[src/rtl/add_sub_writeback_sink.sv]
// Result sink for the add/sub unit: buffers completed results in a small FIFO,
// arbitrates for the shared writeback port and drives GPR/XER/CR0 writes plus
// the reservation-station tag release.

package add_sub_writeback_sink_pkg;
    // Condition/exception payload travelling with each add/sub result.
    typedef struct packed {
        logic [31:0] xer;
        logic        xer_valid;
        logic        cr0_valid;
    } cond_exception_t;
endpackage

module add_sub_writeback_sink
    import add_sub_writeback_sink_pkg::*;
#(
    parameter int unsigned RS_ID_WIDTH = 5,
    parameter int unsigned FIFO_DEPTH  = 4
) (
    input  logic                   clk,
    input  logic                   rst,
    input  logic                   in_valid,
    output logic                   in_ready,
    input  logic [RS_ID_WIDTH-1:0] rs_id_in,
    input  logic [4:0]             result_reg_addr_in,
    input  logic [31:0]            result_in,
    input  cond_exception_t        cr0_xer_in,
    output logic                   wb_req,
    input  logic                   wb_grant,
    output logic                   gpr_we,
    output logic [4:0]             gpr_addr,
    output logic [31:0]            gpr_data,
    output logic                   xer_we,
    output logic [31:0]            xer_data,
    output logic                   cr0_we,
    output logic [3:0]             cr0_data,
    output logic                   rs_release_valid,
    output logic [RS_ID_WIDTH-1:0] rs_release_id
);

    localparam int unsigned PTR_W = (FIFO_DEPTH > 1) ? $clog2(FIFO_DEPTH) : 1;
    localparam int unsigned CNT_W = $clog2(FIFO_DEPTH + 1);
    localparam logic [CNT_W-1:0] DEPTH_CNT = CNT_W'(FIFO_DEPTH);

    logic [RS_ID_WIDTH-1:0] mem_id   [FIFO_DEPTH];
    logic [4:0]             mem_addr [FIFO_DEPTH];
    logic [31:0]            mem_data [FIFO_DEPTH];
    cond_exception_t        mem_cond [FIFO_DEPTH];

    logic [PTR_W-1:0] wr_ptr;
    logic [PTR_W-1:0] rd_ptr;
    logic [CNT_W-1:0] count;
    logic [CNT_W-1:0] count_nxt;

    logic             push_c;
    logic             pop_c;
    logic [31:0]      head_data_c;
    cond_exception_t  head_cond_c;
    logic [3:0]       head_cr0_c;

    // in_ready/wb_req are registered copies of the occupancy, so no pop bypass.
    assign push_c = in_valid & in_ready;
    assign pop_c  = wb_req & wb_grant;

    assign head_data_c = mem_data[rd_ptr];
    assign head_cond_c = mem_cond[rd_ptr];

    // CR0 = {LT, GT, EQ, SO}; bit 31 here is the architectural MSB (bit 0).
    assign head_cr0_c = {head_data_c[31],
                         ~head_data_c[31] & (|head_data_c),
                         head_data_c == 32'd0,
                         head_cond_c.xer[31]};

    // Occupancy after this edge's push/pop.
    always_comb begin
        count_nxt = count;
        case ({push_c, pop_c})
            2'b10:   count_nxt = count + CNT_W'(1);
            2'b01:   count_nxt = count - CNT_W'(1);
            default: count_nxt = count;
        endcase
    end

    // Entry storage; contents are don't-care until written.
    always_ff @(posedge clk) begin
        if (push_c) begin
            mem_id[wr_ptr]   <= rs_id_in;
            mem_addr[wr_ptr] <= result_reg_addr_in;
            mem_data[wr_ptr] <= result_in;
            mem_cond[wr_ptr] <= cr0_xer_in;
        end
    end

    // Pointers, count and handshake flags.
    always_ff @(posedge clk or negedge rst) begin
        if (!rst) begin
            wr_ptr   <= '0;
            rd_ptr   <= '0;
            count    <= '0;
            in_ready <= 1'b0;
            wb_req   <= 1'b0;
        end else begin
            if (push_c) wr_ptr <= wr_ptr + PTR_W'(1);
            if (pop_c)  rd_ptr <= rd_ptr + PTR_W'(1);
            count    <= count_nxt;
            in_ready <= (count_nxt != DEPTH_CNT);
            wb_req   <= (count_nxt != '0);
        end
    end

    // Writeback stage: strobes pulse on pop, data/addr hold between pops.
    always_ff @(posedge clk or negedge rst) begin
        if (!rst) begin
            gpr_we           <= 1'b0;
            gpr_addr         <= '0;
            gpr_data         <= '0;
            xer_we           <= 1'b0;
            xer_data         <= '0;
            cr0_we           <= 1'b0;
            cr0_data         <= '0;
            rs_release_valid <= 1'b0;
            rs_release_id    <= '0;
        end else begin
            gpr_we           <= pop_c;
            xer_we           <= pop_c & head_cond_c.xer_valid;
            cr0_we           <= pop_c & head_cond_c.cr0_valid;
            rs_release_valid <= pop_c;
            if (pop_c) begin
                gpr_addr      <= mem_addr[rd_ptr];
                gpr_data      <= head_data_c;
                xer_data      <= head_cond_c.xer;
                cr0_data      <= head_cr0_c;
                rs_release_id <= mem_id[rd_ptr];
            end
        end
    end

endmodule

[config.mk]
export PLATFORM = sky130hd
export DESIGN_NAME = add_sub_writeback_sink
export DESIGN_NICKNAME = d
export VERILOG_FILES = /design/src/rtl/add_sub_writeback_sink.sv
export SDC_FILE = /design/constraint.sdc
export NUM_CORES = 1
export LEC_CHECK = 0
export ABC_AREA = 1
export ABC_CLOCK_PERIOD_IN_PS = 7090
export CAP_MARGIN = 0
export CORE_MARGIN = 2
export CORE_UTILIZATION = 30
export CTS_CLUSTER_SIZE = 20
export DETAILED_ROUTE_END_ITERATION = 10
export GPL_ROUTABILITY_DRIVEN = 0
export GPL_TIMING_DRIVEN = 0
export HOLD_SLACK_MARGIN = 0.06
export PLACE_DENSITY_LB_ADDON = 0.2
export SLEW_MARGIN = 30
export SYNTH_ARGS = -nofsm -noshare
export SYNTH_HDL_FRONTEND = slang
export SYNTH_SLANG_ARGS = --single-unit
[constraint.sdc]
create_clock -name clk -period 7.09 [get_ports clk]
set_input_delay 1.0635 -clock clk [delete_from_list [all_inputs] [get_ports clk]]
set_output_delay 1.0635 -clock clk [all_outputs]
set_load 0.02 [all_outputs]
### Yosys cells after proc, flatten, opt, wreduce, memory -nomap -nowiden

Memory sizes are Yosys's and may differ from the RTL's. A register that Yosys moved wholly into a read port is not among the register bits.
Cells that the tools add are included.

* flip-flop bits (word level): 80
* output and inout port bits: 84
* bits of input ports: 80
* word-level logic and storage cells: 36
* memories kept: 4
* bits in writable memories: 304

Memory list
* mem_cond: words 4, bits a word 34, read ports 1, clocked after Yosys merged registers in 0, write ports 1, line 48 `cond_exception_t mem_cond [FIFO_DEPTH];`
* mem_data: words 4, bits a word 32, read ports 1, clocked after Yosys merged registers in 0, write ports 1, line 47 `logic [31:0] mem_data [FIFO_DEPTH];`
* mem_addr: words 4, bits a word 5, read ports 1, clocked after Yosys merged registers in 1, write ports 1, line 46 `logic [4:0] mem_addr [FIFO_DEPTH];`
* mem_id: words 4, bits a word 5, read ports 1, clocked after Yosys merged registers in 1, write ports 1, line 45 `logic [RS_ID_WIDTH-1:0] mem_id [FIFO_DEPTH];`

* eq/ne operators: 3
* mux-type cells: 3
* bitwise logic cells: 6
* $add $sub $neg: 4
* reductions and logical operators: 5

Operators by type and width (count)
* $logic_not A32 Y1: 1
* $reduce_or A32 Y1: 1
* $pmux W3 S2: 1
* $and A1 B1 Y1: 5
* $add A2 B1 Y2 const B: 2
* $add A3 B1 Y3 const B: 1
* $ne A3 B3 Y1 const B: 1
* $reduce_bool A3 Y1: 1
* $sub A3 B1 Y3 const B: 1
* $eq A2 B1 Y1 const B: 1
* $eq A2 B2 Y1 const B: 1
* $logic_not A1 Y1: 2
* $mux W1: 2
* $not A1 Y1: 1

### Longest topological paths before layout

* depth after elaboration: 4
* depth in mapped cells: 14
* mapped depth without buffers: 11

### Least setup slack after synthesis

No wires, ideal clock.

* kind: input to register
* start point: in in_valid
* end point: mem mem_addr[0][0], enable pin
* setup time: 0.511 ns
* path buffers: 0
* arrival: 4.423 ns
* path slack: 2.156 ns
* required time: 6.579 ns
* stages: 2
* cell sequence: nand2_1 nor2_1

* word-level cells in the longest chain between the ends: 3

RTL lines
* from (decl): line 22 `input logic in_valid,`
* $and A1 B1 Y1: line 62 `assign push_c = in_valid & in_ready;`
* $mux W1: line 86 `if (push_c) begin`
* $mux W1 (not written as such): line 88 `mem_addr[wr_ptr] <= result_reg_addr_in;`
* to (decl): line 46

Every way passes these cells.

### Final worst setup path

* start point: in wb_grant
* end point: reg in_ready

* word-level cells in the longest chain between the ends: 4
* elaborated cells between the ends (all ways): 5
* those cells by class: eq/ne (3); mux (1); bitwise (1)

RTL lines
* from (decl): line 29 `input logic wb_grant,`
* $and A1 B1 Y1 *: line 63 `assign pop_c = wb_req & wb_grant;`
* via pop_c: line 56 `logic pop_c;`
* $eq A2 B1 Y1 / $eq A2 B2 Y1 (equally long branches): line 77 `case ({push_c, pop_c})`
* $pmux W3 S2 *: line 77
* via count_nxt[1]: line 53 `logic [CNT_W-1:0] count_nxt;`
* $ne A3 B3 Y1 *: line 106 `in_ready <= (count_nxt != DEPTH_CNT);`
* to (signal assigned): line 106
* to (decl): line 23 `output logic in_ready,`

Mark *: on every way through the listed nets, which the timed path passes. The rest lies on a longest branch.
A chain may end at the register's enable or synchronous reset.

==> results.tsv <==
stage	metric	value	unit
critical_path	Critical Path RT	7.51	ns
timing	slew margin rel.	0.389	
detailed_routing	vias per inst	4.48	
placed_design	placed inst area	17800	um2
timing	Tcrit/Tclk final	0.525	
synthesis	Mapped Cells	1175	
cts	Skew-Pair Late Insertion Delay	0.56	ns
power	leakage	6.89	nW
critical_path	delay-heaviest family, CP	buffers and inverters	
synthesis	Mapped Nets	1261	
synthesis	Yosys reg bits	392	
timing	RSZ-0062 raised after global routing	false	
die	die area	51100	um2
timing	Max Slew Vio Count	0	
detailed_routing	DR WL/cell	19.3	um
grt	grt total ovfl	0	
synthesis	largest cells by area after synthesis	edfxtp_1 62%, dfrtp_1 15%, nor2_1 6.1%	
critical_path	most frequent CP cell	nand2_1	
cts	post-CTS sizing	0	
placed_design	Place WS	2.82	ns
critical_path	WP data arrival	4.14	ns
cells_and_area	Final Cell Area	19200	um2
timing	final hold violation count	0	
critical_path	Max Fanout on Critical Path	11	
cts	Clock Path Buffers	3	
detailed_routing	DRC viols	0	
critical_path	Slowest cell on crit path	clkbuf_1	
synthesis	number of distinct library cells after synthesis	21	
critical_path	critical path type	input port to flip-flop	
detailed_routing	router iterations before antenna repair	5	
cts	Clock Sinks	392	
flow_run	Max Cap Violations	0	
synthesis	asr flop ratio synth	0.224	
timing	FMAX	0.269	GHz
placed_design	IO buf count	163	
timing	Tmin final	3.72	ns
timing	clock skew	0.0192	ns
status	status	completed	
cts	Root Buffer	clkbuf_16	
synthesis	top-area cell type share of the netlist area	0.618	
grt	GRT Total Usage	0.161	
die	Die Ht	226	um
critical_path	Worst setup SP type	input port	
synthesis	main flop type after synthesis	edfxtp_1	
grt	initial antenna violation count	6	
cells_and_area	antenna cells	0	
timing	final setup margin	3.37	ns
critical_path	CP endpoint kind	flip-flop	
cells_and_area	final net count	1488	
grt	first-pass GRT wire length	60200	um
die	Cell Rows	81	
cts	CTS tree	built	
detailed_routing	vias	9410	
detailed_routing	final WL	40500	um
worst_hold_path	Worst Hold Class	input port to async pin	
die	effective utilization at floorplan	0.303	
critical_path	critical-path cell list	clkdlybuf4s50_1, nand2_1, inv_2, clkbuf_1, ha_1, fa_1, mux2_2, nor2_1, nand2_1	
cells_and_area	Area growth, synth to finish	29.8	%
synthesis	Post-synth EDFFs	304	
detailed_routing	initial detailed-routing violation count	560	
die	I/O pin count	164	
cts	cts bufs inserted	43	
timing	Slew @ Worst Pin	0.917	ns
timing	setup violators final	0	
die	Core Area	48700	um2
critical_path	reg2reg setup slack	4.00	ns
cts	hold_buf cts	0	
critical_path	crit-path max cell delay	0.73	ns
die	Die Width	226	um
placed_design	Detailed Place HPWL	27100	um
synthesis	synth warn	0	
detailed_routing	antenna viol nets, final	0	
synthesis	post-synthesis sequential area ratio	0.766	
power	VDD IR max	152	uV
grt	vias in the first global route	9486	
synthesis	Post-Syn Area per Cell	12.6	um2
power	PwrDens	438	nW/um2
cts	H-tree levels	2	
timing	hold_ws	0.475	ns
critical_path	Buf/Inv on CP	3	
cts	Post-CTS Setup Bufs	0	
cts	clk slew on worst S/H paths	0.06	ns
cells_and_area	layout cells sized above 1	0.0760	
synthesis	synthesized area	14800	um2
grt	pin count of the biggest net entering global routing	46	
synthesis	post-synth top area cell	edfxtp_1	
==> stage by stage <==
| step | utilization | power [W] | instances | TNS (ns) |
|---|---|---|---|---|
| after floorplan | - | 0.00488 | 1175 | 0 |
| after global placement | 0.354 | 0.00621 | 2002 | -452.32 |
| after detailed placement | 0.365 | 0.00634 | 2021 | 0 |
| after CTS | 0.394 | 0.00855 | 2099 | 0 |
| after global routing | 0.394 | 0.00892 | 2099 | 0 |
| final | 0.394 | 0.00841 | 2099 | 0 |
==> logic make-up (layout without fill, tap and decap cells) <==
logic type,after synthesis,after routing,share of synthesized area
adders and majority gates,6,6,0.00559
AOI/OAI and AO/OA,167,167,0.0601
muxes,1,1,0.000762
DFF,392,392,0.766
xor gates and xnor gates,4,4,0.00237
and+or+nand+nor,525,525,0.139
buffers and inverters,80,340,0.0259
==> cell usage after synthesis (3+ instances only) <==
| master | instances |
|---|---|
| o21ai_0 | 120 |
| nor2_1 | 239 |
| nand2_1 | 221 |
| clkbuf_1 | 33 |
| buf_1 | 15 |
| a21oi_1 | 5 |
| buf_6 | 7 |
| ha_1 | 5 |
| xor2_1 | 3 |
| buf_4 | 4 |
| dfrtp_1 | 88 |
| nand3_1 | 65 |
| inv_1 | 9 |
| a31oi_1 | 42 |
| edfxtp_1 | 304 |
| buf_2 | 10 |
==> layout by cell type (no fill, tap or decap), drive strengths merged <==
cell	instances
a21oi	5
a31oi	42
buf	56
bufinv	3
clkbuf	98
clkdlybuf4s50	162
clkinv	7
clkinvlp	2
dfrtp	88
edfxtp	304
fa	1
ha	5
inv	12
mux2	1
nand2	221
nand3	65
nor2	239
o21ai	120
xnor2	1
xor2	3
==> layer usage <==
| metal | part of all wire | routed length [um] | GRT usage |
|---|---|---|---|
| met1 | 0.46 | 18400 | 0.217 |
| met4 | 0.016 | 644 | 0.0470 |
| met2 | 0.48 | 19400 | 0.264 |
| met3 | 0.047 | 1900 | 0.0307 |
| met5 | 0.0016 | 64 | 0 |
==> flip-flops by register name, summed over array words and instances, names as in the netlist <==
signal,count
xer_we,1
rd_ptr,2
rs_release_valid,1
cr0_we,1
wr_ptr,2
xer_data,31
count,3
in_ready,1
mem_cond,136
gpr_data,32
rs_release_id,5
wb_req,1
cr0_data,3
mem_addr,20
mem_id,20
gpr_addr,5
mem_data,128
==> power by group <==
group	internal [W]	switching, W
Clock	0.00131	0.000877
Sequential	0.00308	0.000214
Combinational	0.00109	0.00184
Total	0.00548	0.00294
==> final timing paths <==
path / start / endpoint / cells past startpoint
setup / recovery: wb_grant / in_ready / 9
hold / removal: rst / xer_data[3] / 1
setup reg to reg: wb_req / in_ready / 8
hold reg to reg: gpr_data[27] / gpr_data[27] / 2
max in group asynchronous: rst / cr0_data[1] / 2
min in group clk: gpr_data[27] / gpr_data[27] / 2
==> cell type report <==
| class | count | area (um2) |
|---|---|---|
| Fill cell | 4653 | 29600 |
| Sequential cell | 392 | 11300 |
| Multi-Input combinational cell | 703 | 3100 |
| Timing Repair Buffer | 182 | 2160 |
| Clock buffer | 65 | 1240 |
| Tap cell | 664 | 831 |
| Buffer | 69 | 339 |
| Clock inverter | 13 | 145 |
| Inverter | 11 | 43.8 |
Note: power is estimated with default switching activity, not from simulation.
